File: config.mk
export PLATFORM = sky130hd
export DESIGN_NAME = tff_bank_flat
export DESIGN_NICKNAME = d
export VERILOG_FILES = /design/src/rtl/tff_bank_if.sv /design/src/rtl/tff_bank.sv /design/src/flat_wrapper.sv
export SDC_FILE = /design/constraint.sdc
export NUM_CORES = 1
export LEC_CHECK = 0
export BUFFER_PORTS_ARGS = -buffer_cell sky130_fd_sc_hd__buf_2
export CORE_AREA = 2 2 39 41
export CTS_CLUSTER_SIZE = 10
export DETAILED_ROUTE_END_ITERATION = 8
export DIE_AREA = 0 0 41 43
export HOLD_SLACK_MARGIN = 0.15
export SYNTH_ARGS = -nofsm -noshare
export SYNTH_HDL_FRONTEND = slang
export SYNTH_SLANG_ARGS = --single-unit
File: constraint.sdc
create_clock -name clk -period 2.6 [get_ports clk]
set_input_delay 0.13 -clock clk [delete_from_list [all_inputs] [get_ports clk]]
set_output_delay 0.13 -clock clk [all_outputs]
set_load 0.01 [all_outputs]
File: src/rtl/tff_bank_if.sv
// tff_bank_if: control/data bundle for the tff_bank T flip-flop bank.
// The master drives the controls (en, mode, dir, load, d, t) and observes q, tc, ovf.
// The slave is the bank itself.
interface tff_bank_if #(
    parameter int WIDTH = 4
) ();
    logic             en;
    logic             mode;
    logic             dir;
    logic             load;
    logic [WIDTH-1:0] d;
    logic [WIDTH-1:0] t;
    logic [WIDTH-1:0] q;
    logic             tc;
    logic             ovf;

    modport master (
        output en, mode, dir, load, d, t,
        input  q, tc, ovf
    );

    modport slave (
        input  en, mode, dir, load, d, t,
        output q, tc, ovf
    );
endinterface : tff_bank_if

File: src/rtl/tff_bank.sv
// tff_bank: parametrised bank of WIDTH T flip-flops.
//   mode 0: each channel toggles independently on its own t[i].
//   mode 1: the channels form a synchronous up/down T-FF counter. t[0] is the count enable.
//           tc flags the terminal count, and the sticky ovf flag records a wrap.
// Optional build macro TFF_BANK_SAT_EN: the mode-1 counter saturates at the
// terminal value instead of wrapping. ovf still sets when this happens.
// Reset is synchronous and active-high.
// Priority on each edge is rst > load > en.
module tff_bank #(
    parameter int               WIDTH   = 4,
    parameter logic [WIDTH-1:0] RST_VAL = {WIDTH{1'b0}}
) (
    input  logic        clk,
    input  logic        rst,
    tff_bank_if.slave   bus
);

    logic [WIDTH-1:0] q_q;
    logic [WIDTH-1:0] q_d;
    logic             ovf_q;
    logic             ovf_d;
    logic [WIDTH-1:0] tt_s;
    logic             tc_s;

    // Cascade toggle chain: bit i toggles only when every lower bit is at the carry/borrow value.
    always_comb begin
        tt_s    = {WIDTH{1'b0}};
        tt_s[0] = bus.t[0];
        for (int i = 1; i < WIDTH; i++) begin
            if (bus.dir) begin
                tt_s[i] = tt_s[i-1] & q_q[i-1];
            end else begin
                tt_s[i] = tt_s[i-1] & ~q_q[i-1];
            end
        end
    end

    // Terminal count: the counter is enabled and sits at all-ones (up) or zero (down).
    always_comb begin
        if (bus.dir) begin
            tc_s = bus.mode & bus.en & bus.t[0] & (&q_q);
        end else begin
            tc_s = bus.mode & bus.en & bus.t[0] & ~(|q_q);
        end
    end

    // Next-state selection for q and ovf. rst is applied in the register, so load has the next priority.
    always_comb begin
        q_d   = q_q;
        ovf_d = ovf_q;
        if (bus.load) begin
            q_d   = bus.d;
            ovf_d = 1'b0;
        end else if (bus.en) begin
            if (bus.mode) begin
`ifdef TFF_BANK_SAT_EN
                if (tc_s) begin
                    q_d = q_q;
                end else begin
                    q_d = q_q ^ tt_s;
                end
`else
                q_d = q_q ^ tt_s;
`endif
                if (tc_s) begin
                    ovf_d = 1'b1;
                end else begin
                    ovf_d = ovf_q;
                end
            end else begin
                q_d   = q_q ^ bus.t;
                ovf_d = ovf_q;
            end
        end else begin
            q_d   = q_q;
            ovf_d = ovf_q;
        end
    end

    // State registers with synchronous active-high reset.
    always_ff @(posedge clk) begin
        if (rst) begin
            q_q   <= RST_VAL;
            ovf_q <= 1'b0;
        end else begin
            q_q   <= q_d;
            ovf_q <= ovf_d;
        end
    end

    assign bus.q   = q_q;
    assign bus.tc  = tc_s;
    assign bus.ovf = ovf_q;

endmodule : tff_bank
File: src/flat_wrapper.sv
// flat-port wrapper written by rule: the top's interface ports become plain ports
module tff_bank_flat 
#(
    parameter int               WIDTH   = 4,
    parameter logic [WIDTH-1:0] RST_VAL = {WIDTH{1'b0}}
)
  (clk, rst, bus_en, bus_mode, bus_dir, bus_load, bus_d, bus_t, bus_q, bus_tc, bus_ovf);
  tff_bank_if #(.WIDTH(WIDTH)) bus_i ();
  input  logic clk;
  input  logic rst;
  input wire logic [$bits(bus_i.en)-1:0] bus_en;
  input wire logic [$bits(bus_i.mode)-1:0] bus_mode;
  input wire logic [$bits(bus_i.dir)-1:0] bus_dir;
  input wire logic [$bits(bus_i.load)-1:0] bus_load;
  input wire logic [$bits(bus_i.d)-1:0] bus_d;
  input wire logic [$bits(bus_i.t)-1:0] bus_t;
  output wire logic [$bits(bus_i.q)-1:0] bus_q;
  output wire logic [$bits(bus_i.tc)-1:0] bus_tc;
  output wire logic [$bits(bus_i.ovf)-1:0] bus_ovf;
  assign bus_i.en = bus_en;
  assign bus_i.mode = bus_mode;
  assign bus_i.dir = bus_dir;
  assign bus_i.load = bus_load;
  assign bus_i.d = bus_d;
  assign bus_i.t = bus_t;
  assign bus_q = bus_i.q;
  assign bus_tc = bus_i.tc;
  assign bus_ovf = bus_i.ovf;
  tff_bank #(.WIDTH(WIDTH), .RST_VAL(RST_VAL)) u_core (.clk(clk), .rst(rst), .bus(bus_i));
endmodule
==> impl_metrics.csv, run 1 <==
group,metric,value,unit
outcome,status,"completed",
sta,hold_ws,0.199,ns
floorplanning,design.die.area,0.00176,mm^2
sta,relSlewSlack,0.815,
critical_path,worst-r2r-cell-count,4,
global_route,grt-ovfl-total,0,
detailed_routing,drtPass1Iterations,4,
critical_path,crit_chain,"or3_1, mux2i_1, and3_1, buf_2",
layout,utilization,0.381,
yosys,netlist.area_leader.share,0.274,
critical_path,r2r_setup_slack,1.20,ns
cts,clk_pin_slew,0.04,ns
worst_hold_path,min_path_cells,3,
floorplanning,die_h,43,um
sta,fmax,635,MHz
layout,fillers,152,
detailed_routing,ant_nets,0,
sta,slew_viol_final,0,
yosys,synth_top_family_by_area,"simple AND/OR/NAND/NOR gates",
yosys,yosysTopAreaCell,"dfxtp_1",
sta,setup_viol,0,
floorplanning,die_x,41,um
yosys,synth_mux_area_frac,0.0548,
global_route,grt_pass1_vias,306,
detailed_routing,wl_per_cell,10.4,um
sta,rsz0062_at_grt,"false",
yosys,synthSimpleGateAreaFrac,0.387,
yosys,synth_warnings,0,
global_route,grt_pass1_wl,1.26,mm
layout,final_cells,86,
sta,layout_min_cycle_time,1.58,ns
global_route,grt_start_max_net_pins,9,
layout,drive_above_1_share,0.357,
cts,cts.sinks,5,
critical_path,arrival,1.45,ns
cts,post_cts_buffers,0,
yosys,syn_area,365,um^2
power,p_per_area,452,mW/mm^2
job,max_cap_viol_count,0,
power,power,238,uW
cts,cts.htree.levels,1,
global_route,antenna_found_initial,0,
detailed_routing,drt_first_iter_violations,13,
critical_path,end_kind,"primary output",
cts,cts_root_buf,"clkbuf_4",
layout,register_area,100,um^2
sta,worstMarginPinSlew,0.274,ns
placement,place_inst,80,
critical_path,r2r_end,"u_core.bus.q[2]$_SDFFE_PP0P_",
yosys,postSynthCellCount,45,
sta,fin_skew,0.00246,ns
worst_hold_path,min_to,"u_core.bus.q[3]$_SDFFE_PP0P_",
placement,gp_congestion,0.701,
sta,finalHoldViolCount,0,
placement,hpwl,708,um
critical_path,cp-start-kind,"flip-flop",
cts,postCtsHoldBufs,2,
layout,multi_input_area,258,um^2
cts,cts_buffer_depth,2,
yosys,syn_nets,59,
yosys,synth_compound_area_frac,0.192,
worst_hold_path,hold_path.class,"in2reg",
detailed_routing,routed_wirelength,891,um
critical_path,rr_startpoint,"u_core.bus.q[0]$_SDFFE_PP0P_",
detailed_routing,drt-vias-per-instance,4.71,
placement,port_buffers,19,
cts,cts_tree,"yes",
cts,clock_latency,0.24,ns
yosys,synthAdderAreaFrac,0,
yosys,synth_area_leaders,"dfxtp_1 27%, xnor2_1 7.2%, mux2i_1 5.5%",
floorplanning,coreArea,0.00138,mm^2
critical_path,crit_type,"reg2out",
sta,post-route-period-util,0.606,
power,power_leakage,0.000248,uW
critical_path,required,2.47,ns
layout,areaGrowthSynthToFinish,44.2,%
power,ir_drop,147,uV
cts,cts-buffers-inserted,3,
cts,cts_resized,0,
layout,n_antenna_cell,0,
critical_path,slowest_stage,"or3_1",
floorplanning,ios,20,
critical_path,crit_path_max_incr_delay,0.41,ns
global_route,grt.total_usage,0.110,
critical_path,path_max_fanout,6,
sta,totalNegativeSetupSlack,0,ns
worst_hold_path,hold_start,"bus_d[3]",
yosys,syn_area_per_cell,8.12,um^2
floorplanning,placementRows,14,
detailed_routing,drc,0,
yosys,synth-seq-cells,5,
detailed_routing,num_vias,405,
yosys,ys_seq_area_frac,0.274,
yosys,synth_cell_types,22,
floorplanning,initial_core_util,0.264,
layout,final_net_count,85,
yosys,synth_xor_area_frac,0.0719,
==> through the flow <==
step	setup WS, ns	cell area, um^2
after floorplan	1.22	365
after global placement	1.24	480
after detailed placement	1.21	480
after CTS	1.01	527
after global routing	0.954	527
final	1.02	527
==> area by class of cell <==
| cell class | instances | area share |
|---|---|---|
| multi-input cells | 38 | 0.489 |
| repair buffers | 21 | 0.219 |
| flip-flops and latches | 5 | 0.190 |
| clock buffers | 4 | 0.0499 |
| well taps | 16 | 0.0380 |
| inverters | 2 | 0.0143 |
==> cell families after synthesis <==
group / count (synthesis)
compound gates: 8
xor+xnor: 3
buf+inv: 2
flops: 5
mux: 2
simple gates: 25
==> power by group <==
part           switching, uW  total [uW]  internal (uW)
clock                   30.3        88.2           57.9
combinational           27.7        59.4           31.6
sequential              8.06        90.4           82.4
total                   66.1         238            172
==> layout by cell type (no fill, tap or decap) <==
cell,instances
nand3_1,3
nor2b_4,1
and3_1,3
inv_1,2
or3_1,2
clkbuf_1,1
mux2i_1,2
a21oi_1,2
nor3_1,2
o41ai_2,1
o2111ai_1,1
dfxtp_1,5
nand2_1,3
xnor2_1,3
nand3b_1,2
dlygate4sd3_1,2
nor2_1,5
o221ai_1,1
nor2b_1,2
o21a_1,1
nand2b_1,1
a211oi_2,1
o22ai_1,1
buf_2,19
or4_1,1
clkbuf_4,3
==> cell usage after synthesis <==
master and n:
nand2b_1 1, nor2_1 5, nor3_1 2, o41ai_2 1, o21a_1 1, a21oi_1 2
o22ai_1 1, mux2i_1 2, a211oi_2 1, o2111ai_1 1, inv_1 2, nand3_1 3
xnor2_1 3, or4_1 1, or3_1 2, nor2b_1 2, o221ai_1 1, dfxtp_1 5
and3_1 3, nor2b_4 1, nand2_1 3, nand3b_1 2
==> routing by layer <==
layer	part of all wire	track usage	routed length, um	vias up
li1	-	-	-	216
met1	0.47	0.154	422	177
met2	0.47	0.138	420	12
met3	0.054	0.0314	48	0
met4	0	0.0800	0	0
met5	0	0	0	-
==> registers in the layout (all words and copies together), names as in the netlist <==
register        flops
u_core.bus.q        4
u_core.bus.ovf      1
==> how the worst max path moves through the flow <==
stage	from	to	slack [ns]
finish	u_core.bus.q[1]$_SDFFE_PP0P_	bus_tc	1.02
global route	u_core.bus.q[1]$_SDFFE_PP0P_	bus_tc	0.95
CTS	u_core.bus.q[1]$_SDFFE_PP0P_	bus_tc	1.01
detailed placement	u_core.bus.q[0]$_SDFFE_PP0P_	u_core.bus.q[2]$_SDFFE_PP0P_	1.21
global placement	u_core.bus.q[0]$_SDFFE_PP0P_	u_core.bus.q[2]$_SDFFE_PP0P_	1.24
floorplan	u_core.bus.q[0]$_SDFFE_PP0P_	u_core.bus.q[2]$_SDFFE_PP0P_	1.22
==> critical path: cells and delay by family (launching register included) <==
kind	cells	cell delay (ns)
flops	1	0.35
mux	1	0.12
buf+inv	1	0.14
simple gates	2	0.60
Power figures use the tool's default switching activity.
==> run 2: changes to the inputs <==
clock period = 1.3 ns   (was 2.6 ns; I/O delays follow)
==> run 2 against run 1 <==
Against the previous run:
- the flow now finishes with violations (setup timing)
- design area up 16%
- setup slack got worse by 1.2 ns
- highest routed layer unchanged
- combinational power grew to 2.7 times the previous value
- critical endpoint unchanged
- largest power group unchanged
==> impl_metrics.csv, run 2 (synthesis gave the netlist of run 1 again) <==
group,metric,value,unit
outcome,status,"finished, violations left",
outcome,violations,"setup timing",
global_route,antenna_found_initial,0,
layout,register_area,106,um^2
detailed_routing,drt_first_iter_violations,16,
placement,dp_slack,-0.00537,ns
sta,slew_viol_final,0,
sta,setup_viol,2,
layout,layout_commonest_cell,"buf_2",
cts,cts-buffers-inserted,3,
detailed_routing,num_vias,458,
detailed_routing,wl_per_cell,11.1,um
sta,finalHoldViolCount,0,
global_route,grt.total_usage,0.128,
power,power_leakage,0.000288,uW
sta,rsz0062_at_grt,"true",
layout,n_antenna_cell,0,
layout,layout_common_cells,"19 x buf_2, 5 x nor2_1, 5 x buf_4",
cts,cts_buffer_depth,2,
critical_path,cp-start-kind,"flip-flop",
placement,port_buffers,19,
placement,gp_congestion,0.734,
floorplanning,design.die.area,0.00176,mm^2
cts,cts.htree.levels,1,
detailed_routing,drc,0,
layout,final_cells,93,
critical_path,crit_type,"reg2out",
sta,fin_ws,-0.132,ns
sta,fmax,698,MHz
detailed_routing,drtPass1Iterations,4,
layout,drive_above_1_share,0.494,
power,ir_drop,420,uV
worst_hold_path,hold_path.class,"in2reg",
sta,totalNegativeSetupSlack,-0.195,ns
critical_path,end_kind,"primary output",
power,p_per_area,833,mW/mm^2
global_route,grt_pass1_vias,409,
critical_path,path_max_fanout,3,
global_route,grt_pass1_wl,1.56,mm
sta,fin_skew,0.00126,ns
floorplanning,ios,20,
detailed_routing,drt-vias-per-instance,4.92,
critical_path,crit_path_max_incr_delay,0.38,ns
sta,relSlewSlack,0.791,
floorplanning,die_x,41,um
floorplanning,die_h,43,um
sta,worstMarginPinSlew,0.310,ns
detailed_routing,ant_nets,0,
power,power,509,uW
floorplanning,placementRows,14,
layout,largest_reg_flops,4,
cts,cts.sinks,5,
cts,cts_tree,"yes",
global_route,grt-ovfl-total,0,
cts,cts_root_buf,"clkbuf_4",
floorplanning,initial_core_util,0.264,
critical_path,required,1.24,ns
floorplanning,coreArea,0.00138,mm^2
critical_path,slowest_stage,"or3_4",
sta,layout_min_cycle_time,1.43,ns
placement,hpwl,795,um
layout,fillers,155,
critical_path,arrival,1.37,ns
sta,post-route-period-util,1.10,
sta,hold_ws,0.154,ns
layout,areaGrowthSynthToFinish,67.1,%
detailed_routing,routed_wirelength,1.03,mm
global_route,grt_start_max_net_pins,8,
critical_path,crit_chain,"or3_4, mux2i_1, and3_1, buf_2",
layout,multi_input_area,277,um^2
placement,place_inst,83,
job,max_cap_viol_count,0,
cts,clk_pin_slew,0.04,ns
layout,final_net_count,92,
cts,clock_latency,0.23,ns
## run 2: changes by cell type in the layout (fill, tap and decap cells not counted), sizes merged
cell,delta
buf,+6
dlygate4sd3,+1
## run 2: layout make-up
| class | count | share of cell area |
|---|---|---|
| Multi-Input combinational cell | 38 | 0.453 |
| Sequential cell | 5 | 0.174 |
| Tap cell | 16 | 0.0328 |
| Clock buffer | 4 | 0.0430 |
| Timing Repair Buffer | 28 | 0.285 |
| Inverter | 2 | 0.0123 |
## run 2: worst paths after layout
kind | from | end | slack, ns | depth (start not counted)
max reg2reg | u_core.bus.q[1]$_SDFFE_PP0P_ | u_core.bus.q[2]$_SDFFE_PP0P_ | -0.06 | 5
min reg2reg | u_core.bus.ovf$_SDFFE_PP0P_ | u_core.bus.ovf$_SDFFE_PP0P_ | 0.45 | 1
min | bus_en | u_core.bus.q[3]$_SDFFE_PP0P_ | 0.15 | 3
max | u_core.bus.q[2]$_SDFFE_PP0P_ | bus_tc | -0.13 | 4
## run 2: repair_timing
action	in CTS	in global routing
setup buffers	3	0
resized for setup	6	1
pin swaps	6	1
endpoints found under the setup margin	3	4
hold buffers	3	0
hold endpoints to repair	3	0
## run 2: power by group
part / switching (uW) / internal [uW] / total [uW]
Sequential: 12.0 / 166 / 178
Combinational: 70.6 / 88.2 / 159
Clock: 56.2 / 116 / 172
## run 2: worst max-delay path, delay by kind of cell (launching register included)
family                 cells  cell delay, ns
muxes                      1            0.11
DFF                        1            0.32
and+or+nand+nor            2            0.56
buffers and inverters      1            0.13
## run 2: stage by stage
step	instance area (um^2)	utilization
global route	611	0.441
global placement	505	0.365
finish	611	0.441
detailed placement	505	0.365
CTS	606	0.438
floorplan	368	-
## run 2: per-layer routing
layer	GRT usage	up-vias	part of all wire
met5	0	-	0
met4	0.0600	0	0
met3	0.0157	0	0.060
met2	0.206	19	0.51
met1	0.158	208	0.43
li1	-	231	-
